==> src/rtl/alu_pkg.sv <==
// alu_pkg: opcode constants, legality check and arbiter state encoding shared
// by the ALU, the ALU share arbiter and the control unit.
package alu_pkg;

    localparam int unsigned ALU_OP_W = 6;

    localparam logic [ALU_OP_W-1:0] ALU_ADD = 6'b000000;
    localparam logic [ALU_OP_W-1:0] ALU_SUB = 6'b000001;
    localparam logic [ALU_OP_W-1:0] ALU_AND = 6'b000010;
    localparam logic [ALU_OP_W-1:0] ALU_NOR = 6'b000011;
    localparam logic [ALU_OP_W-1:0] ALU_OR  = 6'b000100;

    typedef enum logic [1:0] {
        IDLE = 2'd0,
        EXEC = 2'd1,
        RESP = 2'd2
    } arb_state_e;

    // The downstream ALU latches on unlisted codes, so only these may reach it.
    function automatic logic is_legal_op(input logic [ALU_OP_W-1:0] op);
        case (op)
            ALU_ADD, ALU_SUB, ALU_AND, ALU_NOR, ALU_OR: return 1'b1;
            default:                                    return 1'b0;
        endcase
    endfunction

endpackage

==> src/rtl/alu_share_arbiter_if.sv <==
// alu_share_arbiter_if: request/response channels of the shared-ALU arbiter
// plus the operand/opcode/result wires to the ALU beside it.
//   req_*      : per-requester request, fields packed i*W +: W
//   resp_*     : per-requester valid/ready, shared result and error flag
//   alu_*      : operands/opcode to the ALU, result back from it
// master = requesters + ALU side, slave = arbiter.
interface alu_share_arbiter_if #(
    parameter int unsigned NUM_REQ = 2,
    parameter int unsigned DATA_W  = 32,
    parameter int unsigned OP_W    = 6
);
    logic [NUM_REQ-1:0]        req_valid;
    logic [NUM_REQ-1:0]        req_ready;
    logic [NUM_REQ*DATA_W-1:0] req_a;
    logic [NUM_REQ*DATA_W-1:0] req_b;
    logic [NUM_REQ*OP_W-1:0]   req_op;
    logic [NUM_REQ-1:0]        resp_valid;
    logic [NUM_REQ-1:0]        resp_ready;
    logic [DATA_W-1:0]         resp_result;
    logic                      resp_err;
    logic [DATA_W-1:0]         alu_a;
    logic [DATA_W-1:0]         alu_b;
    logic [OP_W-1:0]           alu_op;
    logic [DATA_W-1:0]         alu_result;

    modport master (
        output req_valid, req_a, req_b, req_op, resp_ready, alu_result,
        input  req_ready, resp_valid, resp_result, resp_err, alu_a, alu_b, alu_op
    );

    modport slave (
        input  req_valid, req_a, req_b, req_op, resp_ready, alu_result,
        output req_ready, resp_valid, resp_result, resp_err, alu_a, alu_b, alu_op
    );
endinterface

==> src/rtl/alu_share_arbiter_rr_arbiter.sv <==
// rr_arbiter: combinational round-robin pick. Grants the first set req_i bit
// searching upward from ptr_i, wrapping modulo N.
//   req_i   : request vector
//   ptr_i   : highest-priority index
//   grant_o : one-hot grant, zero when no request
module rr_arbiter #(
    parameter  int unsigned N     = 2,
    localparam int unsigned PTR_W = (N > 1) ? $clog2(N) : 1
) (
    input  logic [N-1:0]     req_i,
    input  logic [PTR_W-1:0] ptr_i,
    output logic [N-1:0]     grant_o
);

    logic        found;
    int unsigned idx;

    always_comb begin
        grant_o = '0;
        found   = 1'b0;
        idx     = 0;
        for (int unsigned k = 0; k < N; k++) begin
            idx = (32'(ptr_i) + k) % N;
            if (!found && req_i[idx]) begin
                grant_o[idx] = 1'b1;
                found        = 1'b1;
            end
        end
    end

endmodule

==> src/rtl/alu_share_arbiter.sv <==
// alu_share_arbiter: shares one ALU between NUM_REQ requesters. Round-robin
// accept in IDLE, one EXEC cycle while the ALU settles, then RESP holds the
// result for the originating requester until it is taken.
//   clk   : rising-edge clock
//   rst_n : synchronous active-low reset
//   bus   : request/response channels and ALU operand/result wires
module alu_share_arbiter
    import alu_pkg::*;
#(
    parameter int unsigned NUM_REQ = 2,
    parameter int unsigned DATA_W  = 32,
    parameter int unsigned OP_W    = 6
) (
    input  logic              clk,
    input  logic              rst_n,
    alu_share_arbiter_if.slave bus
);

    localparam int unsigned PTR_W = (NUM_REQ > 1) ? $clog2(NUM_REQ) : 1;

    arb_state_e          state_q, state_d;
    logic [PTR_W-1:0]    rr_ptr_q, rr_ptr_d;
    logic [PTR_W-1:0]    id_q, id_d;
    logic [DATA_W-1:0]   alu_a_q, alu_a_d;
    logic [DATA_W-1:0]   alu_b_q, alu_b_d;
    logic [OP_W-1:0]     alu_op_q, alu_op_d;
    logic [NUM_REQ-1:0]  resp_valid_q, resp_valid_d;
    logic [DATA_W-1:0]   resp_result_q, resp_result_d;
    logic                resp_err_q, resp_err_d;

    logic [NUM_REQ-1:0]  grant;
    logic [NUM_REQ-1:0]  req_ready;
    logic [PTR_W-1:0]    gnt_id;
    logic [DATA_W-1:0]   sel_a;
    logic [DATA_W-1:0]   sel_b;
    logic [OP_W-1:0]     sel_op;

    rr_arbiter #(.N(NUM_REQ)) u_rr (
        .req_i   (bus.req_valid),
        .ptr_i   (rr_ptr_q),
        .grant_o (grant)
    );

    always_comb begin
        gnt_id = '0;
        for (int unsigned i = 0; i < NUM_REQ; i++) begin
            if (grant[i]) gnt_id = PTR_W'(i);
        end
    end

    assign sel_a  = bus.req_a[gnt_id*DATA_W +: DATA_W];
    assign sel_b  = bus.req_b[gnt_id*DATA_W +: DATA_W];
    assign sel_op = bus.req_op[gnt_id*OP_W +: OP_W];

    always_comb begin
        state_d       = state_q;
        rr_ptr_d      = rr_ptr_q;
        id_d          = id_q;
        alu_a_d       = alu_a_q;
        alu_b_d       = alu_b_q;
        alu_op_d      = alu_op_q;
        resp_valid_d  = resp_valid_q;
        resp_result_d = resp_result_q;
        resp_err_d    = resp_err_q;
        req_ready     = '0;

        case (state_q)
            IDLE: begin
                // Gated by rst_n so nothing is offered while reset is held.
                if (rst_n) req_ready = grant;
                if (|req_ready) begin
                    id_d     = gnt_id;
                    rr_ptr_d = (gnt_id == PTR_W'(NUM_REQ - 1)) ? '0 : gnt_id + 1'b1;
                    if (is_legal_op(ALU_OP_W'(sel_op))) begin
                        alu_a_d  = sel_a;
                        alu_b_d  = sel_b;
                        alu_op_d = sel_op;
                        state_d  = EXEC;
                    end else begin
                        resp_result_d = '0;
                        resp_err_d    = 1'b1;
                        resp_valid_d  = grant;
                        state_d       = RESP;
                    end
                end
            end
            EXEC: begin
                resp_result_d        = bus.alu_result;
                resp_err_d           = 1'b0;
                resp_valid_d         = '0;
                resp_valid_d[id_q]   = 1'b1;
                state_d              = RESP;
            end
            RESP: begin
                if (bus.resp_ready[id_q]) begin
                    resp_valid_d = '0;
                    state_d      = IDLE;
                end
            end
            default: state_d = IDLE;
        endcase
    end

    always_ff @(posedge clk) begin
        if (!rst_n) begin
            state_q       <= IDLE;
            rr_ptr_q      <= '0;
            id_q          <= '0;
            alu_a_q       <= '0;
            alu_b_q       <= '0;
            alu_op_q      <= '0;
            resp_valid_q  <= '0;
            resp_result_q <= '0;
            resp_err_q    <= 1'b0;
        end else begin
            state_q       <= state_d;
            rr_ptr_q      <= rr_ptr_d;
            id_q          <= id_d;
            alu_a_q       <= alu_a_d;
            alu_b_q       <= alu_b_d;
            alu_op_q      <= alu_op_d;
            resp_valid_q  <= resp_valid_d;
            resp_result_q <= resp_result_d;
            resp_err_q    <= resp_err_d;
        end
    end

    assign bus.req_ready   = req_ready;
    assign bus.resp_valid  = resp_valid_q;
    assign bus.resp_result = resp_result_q;
    assign bus.resp_err    = resp_err_q;
    assign bus.alu_a       = alu_a_q;
    assign bus.alu_b       = alu_b_q;
    assign bus.alu_op      = alu_op_q;

endmodule
==> src/flat_wrapper.sv <==
// flat-port wrapper written by rule: the top's interface ports become plain ports
module alu_share_arbiter_flat import alu_pkg::*;
#(
    parameter int unsigned NUM_REQ = 2,
    parameter int unsigned DATA_W  = 32,
    parameter int unsigned OP_W    = 6
)
  (clk, rst_n, bus_req_valid, bus_req_a, bus_req_b, bus_req_op, bus_resp_ready, bus_alu_result, bus_req_ready, bus_resp_valid, bus_resp_result, bus_resp_err, bus_alu_a, bus_alu_b, bus_alu_op);
  alu_share_arbiter_if #(.NUM_REQ(NUM_REQ), .DATA_W(DATA_W), .OP_W(OP_W)) bus_i ();
  input  logic clk;
  input  logic rst_n;
  input wire logic [$bits(bus_i.req_valid)-1:0] bus_req_valid;
  input wire logic [$bits(bus_i.req_a)-1:0] bus_req_a;
  input wire logic [$bits(bus_i.req_b)-1:0] bus_req_b;
  input wire logic [$bits(bus_i.req_op)-1:0] bus_req_op;
  input wire logic [$bits(bus_i.resp_ready)-1:0] bus_resp_ready;
  input wire logic [$bits(bus_i.alu_result)-1:0] bus_alu_result;
  output wire logic [$bits(bus_i.req_ready)-1:0] bus_req_ready;
  output wire logic [$bits(bus_i.resp_valid)-1:0] bus_resp_valid;
  output wire logic [$bits(bus_i.resp_result)-1:0] bus_resp_result;
  output wire logic [$bits(bus_i.resp_err)-1:0] bus_resp_err;
  output wire logic [$bits(bus_i.alu_a)-1:0] bus_alu_a;
  output wire logic [$bits(bus_i.alu_b)-1:0] bus_alu_b;
  output wire logic [$bits(bus_i.alu_op)-1:0] bus_alu_op;
  assign bus_i.req_valid = bus_req_valid;
  assign bus_i.req_a = bus_req_a;
  assign bus_i.req_b = bus_req_b;
  assign bus_i.req_op = bus_req_op;
  assign bus_i.resp_ready = bus_resp_ready;
  assign bus_i.alu_result = bus_alu_result;
  assign bus_req_ready = bus_i.req_ready;
  assign bus_resp_valid = bus_i.resp_valid;
  assign bus_resp_result = bus_i.resp_result;
  assign bus_resp_err = bus_i.resp_err;
  assign bus_alu_a = bus_i.alu_a;
  assign bus_alu_b = bus_i.alu_b;
  assign bus_alu_op = bus_i.alu_op;
  alu_share_arbiter #(.NUM_REQ(NUM_REQ), .DATA_W(DATA_W), .OP_W(OP_W)) u_core (.clk(clk), .rst_n(rst_n), .bus(bus_i));
endmodule
==> config.mk <==
export PLATFORM = sky130hd
export DESIGN_NAME = alu_share_arbiter_flat
export DESIGN_NICKNAME = d
export VERILOG_FILES = /design/src/rtl/alu_pkg.sv /design/src/rtl/alu_share_arbiter_if.sv /design/src/rtl/alu_share_arbiter_rr_arbiter.sv /design/src/rtl/alu_share_arbiter.sv /design/src/flat_wrapper.sv
export SDC_FILE = /design/constraint.sdc
export NUM_CORES = 1
export LEC_CHECK = 0
export CAP_MARGIN = 30
export CORE_MARGIN = 1.5
export CORE_UTILIZATION = 35
export CTS_BUF_LIST = sky130_fd_sc_hd__clkbuf_2 sky130_fd_sc_hd__clkbuf_4 sky130_fd_sc_hd__clkbuf_8
export DETAILED_ROUTE_END_ITERATION = 8
export HOLD_SLACK_MARGIN = 0.12
export PLACE_DENSITY_LB_ADDON = 0.15
export SLEW_MARGIN = 25
export SYNTH_ARGS = -nofsm -noshare
export SYNTH_HDL_FRONTEND = slang
export SYNTH_SLANG_ARGS = --single-unit
==> constraint.sdc <==
create_clock -name clk -period 1.7 [get_ports clk]
set_input_delay 0.34 -clock clk [delete_from_list [all_inputs] [get_ports clk]]
set_output_delay 0.34 -clock clk [all_outputs]
set_load 0.02 [all_outputs]
### Word level (Yosys, flattened, before mapping)

Index checks and enable logic that the tools add are counted.

* word-level logic and storage cells: 83
* input bits: 178
* memories kept: 0
* register bits: 109
* ROM bits: 0
* output and inout bits: 107
* bits in writable memories: 0
* latch bits: 0

* magnitude comparators: 6
* multipliers: 1
* mux-type cells: 36
* shift-type cells: 3
* $add $sub $neg: 2
* reduce and logical (&&, ||, !) cells: 16
* equality and inequality tests: 9
* divide/modulo/power cells: 0
* bitwise gates (word level): 1

Operators by type and width (count)
* indexed part select 64 x 7 -> 32 bit: 2
* two-way mux 32 bit: 2
* case mux 32 bit (2 select lines): 1
* two-way mux 2 bit: 10
* two-way mux 1 bit: 17
* == test 6 x 2 -> 1 bit, second input constant: 2
* case mux 2 bit (3 select lines): 2
* indexed part select 12 x 5 -> 6 bit: 1
* == test 6 x 1 -> 1 bit, second input constant: 1
* == test 6 x 3 -> 1 bit, second input constant: 1
* zero test 6 bit: 1
* < comparator 1 x 2 -> 1 bit, second input constant: 3
* AND reduction 3 bit: 2
* OR reduction 5 bit: 1
* logical AND 1 bit: 4
* inequality test 2 x 1 -> 1 bit, second input constant: 2
* AND reduction 2 bit: 2
* AND reduction 4 bit: 1
* demux 1 bit (select 1 bit): 3
* >= comparator 1 bit, second input constant: 3
* multiplier 1 x 2 -> 3 bit, second input constant: 1
* nonzero test 3 bit: 1
* adder 1 bit, second input constant: 2
* == test 2 x 1 -> 1 bit, second input constant: 1
* other kinds (8): 8

### Depth between registers and ports, before layout

Gate-level depths: netlist (run 1).

* word-level depth: 18
* gate-level depth with buffers: 8
* gate-level depth less buffers: 6

### By module

Synthesis (run 1) repeated with hierarchy kept, for this count alone.

* cells, all modules: 522
* area total of the unflattened synthesis: 4937.2 µm²

By module, submodules not included
* alu_share_arbiter: instances 1, cells an instance 519, sequential area each 2182.1 µm², area an instance 4918.5 µm²
* rr_arbiter: instances 1, cells an instance 3, sequential area each 0.0 µm², area an instance 18.8 µm²

### Worst setup path before layout (run 1)

No wires, ideal clock.

* path kind: register -> output
* start point: register u_core.state_q[0]
* end point: output port bus_req_ready[1]
* stages on the path, launching flop included: 6
* path slack: 45 ps
* buffers on the path: 1
* arrival time: 1315 ps
* required time: 1360 ps
* path through: dfxtp_1 inv_1 ha_1 clkbuf_1 nand3_1 nor2_1

* cells in the longest elaborated chain, start to end: 2

Ends and longest elaborated chain
* start: declaration: line alu_share_arbiter.sv:21 `arb_state_e state_q, state_d;`
* start signal: assignment: line alu_share_arbiter.sv:116 `state_q <= state_d;`
* zero test 2 bit: line alu_share_arbiter.sv:67 `case (state_q)`
* two-way mux 2 bit: line alu_share_arbiter.sv:67
* end: declaration: line flat_wrapper.sv:18 `output wire logic [$bits(bus_i.req_ready)-1:0] bus_req_ready;`

No other way between the ends.

### Worst setup path after layout (run 1)

* start point: input port bus_req_op[10]
* end point: register u_core.resp_result_q[0] (netlist: u_core.bus.resp_result[0])

* cells in the longest elaborated chain, start to end: 8
* elaborated cells between the ends (all ways): 12
* those cells by class: 5 x eq/ne; 1 x shift; 3 x mux; 3 x reduce/logical

Ends and longest elaborated chain
* start: declaration: line flat_wrapper.sv:15 `input wire logic [$bits(bus_i.req_op)-1:0] bus_req_op;`
* indexed part select 12 x 5 -> 6 bit *: line alu_share_arbiter.sv:53 `assign sel_op = bus.req_op[gnt_id*OP_W +: OP_W];`
* == test 6 x 1 -> 1 bit, or another cell as far along: line alu_pkg.sv:21 `case (op)`
* OR reduction 5 bit *: line alu_pkg.sv:21
* two-way mux 1 bit *: line alu_pkg.sv:21
* two-way mux 1 bit *: line alu_share_arbiter.sv:71 `if (|req_ready) begin`
* two-way mux 1 bit *: line alu_share_arbiter.sv:67
* inequality test 2 bit (no source line) *
* AND reduction 3 bit (no source line) *
* end signal: assignment: line alu_share_arbiter.sv:123 `resp_result_q <= resp_result_d;`
* end: declaration: line alu_share_arbiter.sv:28 `logic [DATA_W-1:0] resp_result_q, resp_result_d;`

Mark *: on every way between the ends. The rest lies on a longest branch, timed or not. The select of a mux whose other input is x is not followed.
A chain may end at the register's enable or synchronous reset.

==> impl_metrics.tcl, run 1 <==
set metrics [dict create \
    status "finished, violations left" \
    failed_checks "negative setup slack" \
    clock_tree.htree_level_count 3 \
    cap_viol_max_count 0 \
    yosysTopAreaCell "dfxtp_1" \
    antenna_found_initial 1 \
    clk_root_buffer_cell "clkbuf_8" \
    io_pins 285 \
    route.detailed.wl_per_inst_um 16.5 \
    yosys_most_used_dff "dfxtp_1" \
    grt_first_pass_wirelength_um 23700 \
    tns_ns -5.61 \
    worst_slew_margin_rel_pct 71.2 \
    reg_to_reg_end "u_core.bus.resp_result[0]" \
    worstRegToRegCells 10 \
    clock_sinks 109 \
    min_path_type "in -> reg" \
    synthesis.nets 635 \
    worst_reg2reg_path_startpoint "u_core.state_q[1]" \
    post_drt_via_cell_ratio 4.74 \
    post_layout_nonfiller_instances 963 \
    drt_iter0_markers 179 \
    core_area_mm2 0.0132 \
    postRouteAntennaNets 0 \
    worst-endpoint-required_ns 2.03 \
    synthCells 454 \
    dp.final_hpwl_um 11600 \
    syn-mean-instance-area_um2 10.5 \
    drt_pre_antenna_iters 4 \
    final_critical_path_required_period_ns 1.84 \
    synth_enable_flop_cells 0 \
    area.growth.synth_to_final_pct 86.5 \
    ff2ff_setup_slack_ns -0.12 \
    finalInstanceArea_mm2 0.00888 \
    hold_violations 0 \
    final.setup_skew_ns 0.00627 \
    first_global_vias 4695 \
    synthDominantCellAreaShare_pct 45.8 \
    synthTopCellsByCount "mux2i_1 (133), dfxtp_1 (109), nand2_1 (79), a22o_1 (32)" \
    post_layout_nets 962 \
    timing_worst_slew_pin_value_ns 0.432 \
    min_path_cells 4 \
    dieWidth_um 120 \
    drt_total_wl_um 15900 \
    postPlaceCellArea_mm2 0.00808 \
    fmaxAchievable_mhz 545 \
    tritoncts.num_buffers 9 \
    clock_insertion_delay_worst_skew_ns 0.38 \
    holdPathEnd "u_core.bus.resp_err" \
    fp.dieArea_mm2 0.0143 \
    clock_tree_from_tritoncts "built" \
    synth_seq_cells 109 \
    ctsHoldBuffers 0 \
    crit_path_max_fanout 8 \
    drc 0 \
    max-vdd-ir-drop_mv 0.428 \
    placedCellCount 928 \
    layout.filler_cells 1056 \
    vias 4569 \
    clk_pin_slew_ns 0.10 \
    leakagePower_nw 5.21 \
    gp_congestion 0.818 \
    grt_remaining_overflow 0 \
    floorplan.initialDensity_pct 36.0 \
    timing.critical_path.arrival_ns 2.16 \
    worstSetupPathType "in -> reg" \
    power-per-cell-area_mw_per_mm2 662 \
    yosysSeqAreaShare_pct 45.8 \
    layout_setup_ws_ns -0.136 \
    numPortBuffers 284 \
    dp_slack_ns -0.624 \
    cts.path.max_buffers 2 \
    yosysUniqueCellTypes 40 \
    synth_area_mm2 0.00476 \
    ys_top_cells_by_area "dfxtp_1 (46%), mux2i_1 (28%), nand2_1 (6.2%)" \
    cp-start-kind "primary input" \
    maxSlewViolCount 0 \
    setup_repair_after_global_routing_missed_its_margin "yes" \
    asyncSetResetFlopFracSynth_pct 0 \
    yosysMostFrequentCell "mux2i_1" \
    die_h_um 120 \
    final_layout_size_suffix_gt1_share_pct 14.8 \
    synth.yosys.warnings 0 \
    worst_setup_end_kind "flop" \
    hold_start "rst_n" \
    grt_use_total_pct 21.0 \
    setup_viol 85 \
    grt_start_max_net_pins 43 \
    core.rowCount 42 \
    final_min_period_over_clock_period_pct 108 \
]
==> worst max-delay path by stage <==
stage                 startpoint                          to  slack [ns]  cells after the start
6_report          bus_req_op[10]   u_core.bus.resp_result[0]       -0.14                      9
5_1_grt        u_core.state_q[1]  u_core.bus.resp_result[26]       -0.18                     10
4_1_cts        u_core.state_q[1]  u_core.bus.resp_result[15]       -0.12                     10
3_5_place_dp    bus_req_valid[0]        u_core.bus.alu_a[28]       -0.62                      8
3_3_place_gp    bus_req_valid[0]            bus_req_ready[0]       -0.53                      5
2_1_floorplan  u_core.state_q[0]            bus_req_ready[1]        0.04                      5
==> area by class of cell <==
| type | instances | area (µm²) | area share, % |
|---|---|---|---|
| antenna | 1 | 2.50 | 0.0282 |
| clock buffer | 10 | 138 | 1.55 |
| clock inverter | 6 | 83.8 | 0.944 |
| inverter | 6 | 22.5 | 0.254 |
| multi-input combinational | 306 | 2500 | 28.1 |
| sequential | 109 | 2190 | 24.6 |
| tap | 176 | 220 | 2.48 |
| timing repair buffer | 349 | 3730 | 42.0 |
==> cell families (layout without fill, tap and decap cells) <==
family / Yosys count / count (layout) / synth area share (%)
flops: 109 / 109 / 45.8
mux: 133 / 133 / 28.0
other cells: 0 / 1 / 0
compound gates: 66 / 66 / 11.3
simple gates: 104 / 104 / 9.70
buf+inv: 39 / 371 / 4.41
fa+ha+maj: 3 / 3 / 0.788
==> critical path: stages <==
cell and delay [ns]:
clkdlybuf4s50_1 0.42, nor3_2 0.25, buf_4 0.16, nand2_1 0.12
a221oi_4 0.36, buf_12 0.15, buf_8 0.11, buf_12 0.12
a22o_1 0.13
==> placed cells by master (no fill, tap or decap), drive strengths merged, types with 2 or more instances in the layout <==
cell type / netlist / layout
inv: 6 / 7
nand3: 2 / 2
clkdlybuf4s50: 0 / 178
a31oi: 2 / 2
a21boi: 4 / 4
mux2i: 133 / 133
bufinv: 0 / 2
o211ai: 2 / 2
buf: 21 / 65
a221oi: 2 / 2
a22o: 32 / 32
nor2: 3 / 3
ha: 3 / 3
o21ai: 11 / 11
nor3: 3 / 3
and2: 2 / 2
dlygate4sd2: 0 / 53
nand2: 79 / 79
clkinv: 0 / 3
and3: 8 / 8
clkbuf: 12 / 13
dfxtp: 109 / 109
a21oi: 4 / 4
dlymetal6s2s: 0 / 50
==> layer usage <==
metal / vias to the layer above / wire [µm] / GRT usage (%) / share of wire (%)
li1: 2282 / - / - / -
met1: 2104 / 6370 / 23.4 / 40
met2: 162 / 8240 / 38.5 / 52
met3: 21 / 986 / 4.33 / 6.2
met4: 0 / 338 / 9.08 / 2.1
met5: - / 0 / 0 / 0
==> per-stage QoR <==
step / power (mW) / utilization (%) / hold slack [ns]
after floorplan: 3.24 / - / 0.473
after global placement: 3.98 / 61.0 / 0.445
after detailed placement: 4.01 / 61.0 / 0.452
after CTS: 5.91 / 65.0 / 0.357
after global routing: 6.15 / 67.1 / 0.397
final: 5.88 / 67.1 / 0.387
==> report_power, final <==
| group | internal, mW | total [mW] | switching, mW |
|---|---|---|---|
| registers | 2.62 | 2.66 | 0.0393 |
| clock network | 0.868 | 1.74 | 0.875 |
| logic | 0.892 | 1.48 | 0.584 |
| total | 4.38 | 5.88 | 1.50 |
==> timing repair <==
action / 4_1_cts / 5_1_grt
endpoints found under the hold margin: 0 / 0
pin swaps: 11 / 4
resized for setup: 102 / 71
endpoints found under the setup margin: 157 / 158
setup buffers: 9 / 2
cloned: 5 / 4
==> sequential cells by signal, indices dropped and copies added (netlist names) <==
register	flops
u_core.bus.alu_op	6
u_core.bus.resp_err	1
u_core.bus.alu_b	32
u_core.bus.resp_valid	2
u_core.bus.alu_a	32
u_core.state_q	2
u_core.bus.resp_result	32
u_core.rr_ptr_q	1
u_core.id_q	1
Note: power is estimated with default switching activity, not from simulation.
==> run 2, diff against run 1 <==
--- a/config.mk
+++ b/config.mk
@@ -5,14 +5,14 @@
 export SDC_FILE = /design/constraint.sdc
 export NUM_CORES = 1
 export LEC_CHECK = 0
+export ABC_CLOCK_PERIOD_IN_PS = 1800
 export CAP_MARGIN = 30
 export CORE_MARGIN = 1.5
-export CORE_UTILIZATION = 35
+export CORE_UTILIZATION = 39
 export CTS_BUF_LIST = sky130_fd_sc_hd__clkbuf_2 sky130_fd_sc_hd__clkbuf_4 sky130_fd_sc_hd__clkbuf_8
 export DETAILED_ROUTE_END_ITERATION = 8
 export HOLD_SLACK_MARGIN = 0.12
 export PLACE_DENSITY_LB_ADDON = 0.15
-export SLEW_MARGIN = 25
 export SYNTH_ARGS = -nofsm -noshare
 export SYNTH_HDL_FRONTEND = slang
 export SYNTH_SLANG_ARGS = --single-unit
==> constraint.sdc (replaced) <==
create_clock -name clk -period 1.8 [get_ports clk]
set_input_delay 0.36 -clock clk [delete_from_list [all_inputs] [get_ports clk]]
set_output_delay 0.36 -clock clk [all_outputs]
set_load 0.02 [all_outputs]
==> run 2 against run 1 <==
  * The flow still finishes with violations (negative setup slack)
  * Sequential cell count stayed put
  * Cell area is 5.5% lower
  * First-iteration DRC count is 30% lower
  * Largest power group unchanged
  * Highest routed layer unchanged
==> impl_metrics.tcl, run 2 (synthesis gave the netlist of run 1 again) <==
set metrics [dict create \
    postPlaceCellArea_mm2 0.00801 \
    cp_slowest_cell "dfxtp_2" \
    hold_violations 0 \
    tns_ns -0.00320 \
    cp.buffers_inverters 2 \
    final_critical_path_required_period_ns 1.80 \
    drc 0 \
    dp_slack_ns -0.494 \
    cp-start-kind "flop" \
    postRouteAntennaNets 0 \
    leading_cell_type_in_the_layout_fill_and_taps_excluded "clkdlybuf4s50_1" \
    post_layout_nets 948 \
    grt_use_met3_pct 7.39 \
    area.growth.synth_to_final_pct 76.2 \
    grt-busiest-layer "met2" \
    clk_root_buffer_cell "clkbuf_8" \
    grt.met1_usage_pct 23.5 \
    setup_viol 1 \
    layout_setup_ws_ns -0.00320 \
    clk_pin_slew_ns 0.10 \
    crit_path_max_fanout 4 \
    worstSetupPathType "reg -> out" \
    post_drt_via_cell_ratio 4.96 \
    grt_remaining_overflow 0 \
    critical_path.cell_chain "inv_2 > ha_4 > nand2_4 > a21oi_2 > and2_4 > buf_6" \
    leakagePower_nw 3.91 \
    finalInstanceArea_mm2 0.00839 \
    final.setup_skew_ns 0.00962 \
    io_pins 285 \
    max-vdd-ir-drop_mv 0.544 \
    grt_use_met2_pct 41.4 \
    setup_repair_after_global_routing_missed_its_margin "yes" \
    grt_first_pass_wirelength_um 22500 \
    core.rowCount 40 \
    worst_slew_margin_rel_pct 73.5 \
    worst_path_dominant_cell_family "flip-flops" \
    grt_use_total_pct 22.3 \
    maxSlewViolCount 0 \
    min_path_type "in -> reg" \
    insertedDiodeCount 0 \
    timing.critical_path.arrival_ns 1.44 \
    die_h_um 114 \
    antenna_found_initial 0 \
    fmaxAchievable_mhz 555 \
    cap_viol_max_count 0 \
    mostFrequentLayoutCells "clkdlybuf4s50_1 (277), mux2i_1 (133), dfxtp_1 (107)" \
    cts.path.max_buffers 2 \
    route.detailed.wl_per_inst_um 16.2 \
    numPortBuffers 284 \
    timing_worst_slew_pin_value_ns 0.395 \
    failed_checks "negative setup slack" \
    tritoncts.num_buffers 9 \
    gp_congestion 0.861 \
    cp_slowest_stage_delay_ns 0.35 \
    final_core_util_pct 70.1 \
    final_layout_size_suffix_gt1_share_pct 12.3 \
    grt_start_max_net_pins 34 \
    power-per-cell-area_mw_per_mm2 620 \
    clock_insertion_delay_worst_skew_ns 0.39 \
    drt_total_wl_um 14900 \
    first_global_vias 4572 \
    status "finished, violations left" \
    worst_setup_end_kind "output port" \
    clock_tree_from_tritoncts "built" \
    worst-endpoint-required_ns 1.44 \
    final_min_period_over_clock_period_pct 100 \
    vias 4557 \
    dp.final_hpwl_um 11400 \
    core_area_mm2 0.0120 \
    dieWidth_um 114 \
    floorplan.initialDensity_pct 39.8 \
    report.power.total_mw 5.20 \
    drt_pre_antenna_iters 4 \
    drt_iter0_markers 126 \
    clock_tree.htree_level_count 3 \
    clock_sinks 109 \
    fp.dieArea_mm2 0.0129 \
]
[run 2: changes by cell type in the layout (fill, tap and decap cells not counted), moves of 3 or more]
cell | before | now
dlymetal6s2s_1 | 50 | 2
dlygate4sd2_1 | 53 | 1
clkinv_2 | 3 | 0
buf_16 | 6 | 1
buf_12 | 11 | 7
clkdlybuf4s50_1 | 178 | 277
buf_8 | 4 | 0
mux2i_2 | 3 | 0
mux2i_1 | 129 | 133
[run 2: worst paths after layout]
| kind | from | slack, ns | depth (start not counted) | end |
|---|---|---|---|---|
| max | u_core.state_q[0] | -0.003 | 6 | bus_req_ready[0] |
| min | bus_req_op[6] | 0.36 | 3 | u_core.bus.alu_op[0] |
| max reg2reg | u_core.state_q[0] | 0.07 | 8 | u_core.bus.resp_result[9] |
| min reg2reg | u_core.bus.alu_b[9] | 0.46 | 2 | u_core.bus.alu_b[9] |
[run 2: metal layers]
| layer | part of all wire [%] | routed length [µm] |
|---|---|---|
| met3 | 7.5 | 1110 |
| met2 | 52 | 7800 |
| met4 | 1.8 | 271 |
| met1 | 38 | 5680 |
| met5 | 0 | 0 |
[run 2: layout make-up]
class                   count  area, µm²
clock buffers              11        145
clock inverters             5       42.5
fillers                   925       3570
inverters                   6       22.5
multi-input cells         306       2450
flip-flops and latches    109       2180
well taps                 147        184
repair buffers            335       3360
[run 2: worst reg2reg max path, cell delays in order (launching register included)]
cell and delay, ns:
dfxtp_2 0.36, buf_4 0.10, ha_2 0.23, nand2_1 0.12, or2_2 0.32, o41ai_4 0.06, buf_6 0.19, clkbuf_16 0.16
a22o_1 0.14
[run 2: timing repair]
item / in CTS / in global routing
hold buffers: 0 / 0
cloned: 2 / 1
pin swaps: 6 / 4
gates resized for setup: 30 / 10
setup buffers: 5 / 3
setup endpoints to repair: 102 / 32
hold endpoints to repair: 0 / 0
[run 2: power breakdown]
part | internal (mW) | total, mW | switching, mW
Clock | 0.572 | 1.43 | 0.860
Sequential | 2.47 | 2.51 | 0.0368
Combinational | 0.760 | 1.26 | 0.501
Total | 3.81 | 5.20 | 1.40
[run 2: stage by stage]
step,instances,hold WS (ns)
global placement,892,0.444
floorplan,454,0.475
detailed placement,892,0.452
finish,919,0.365
global route,919,0.376
CTS,915,0.385
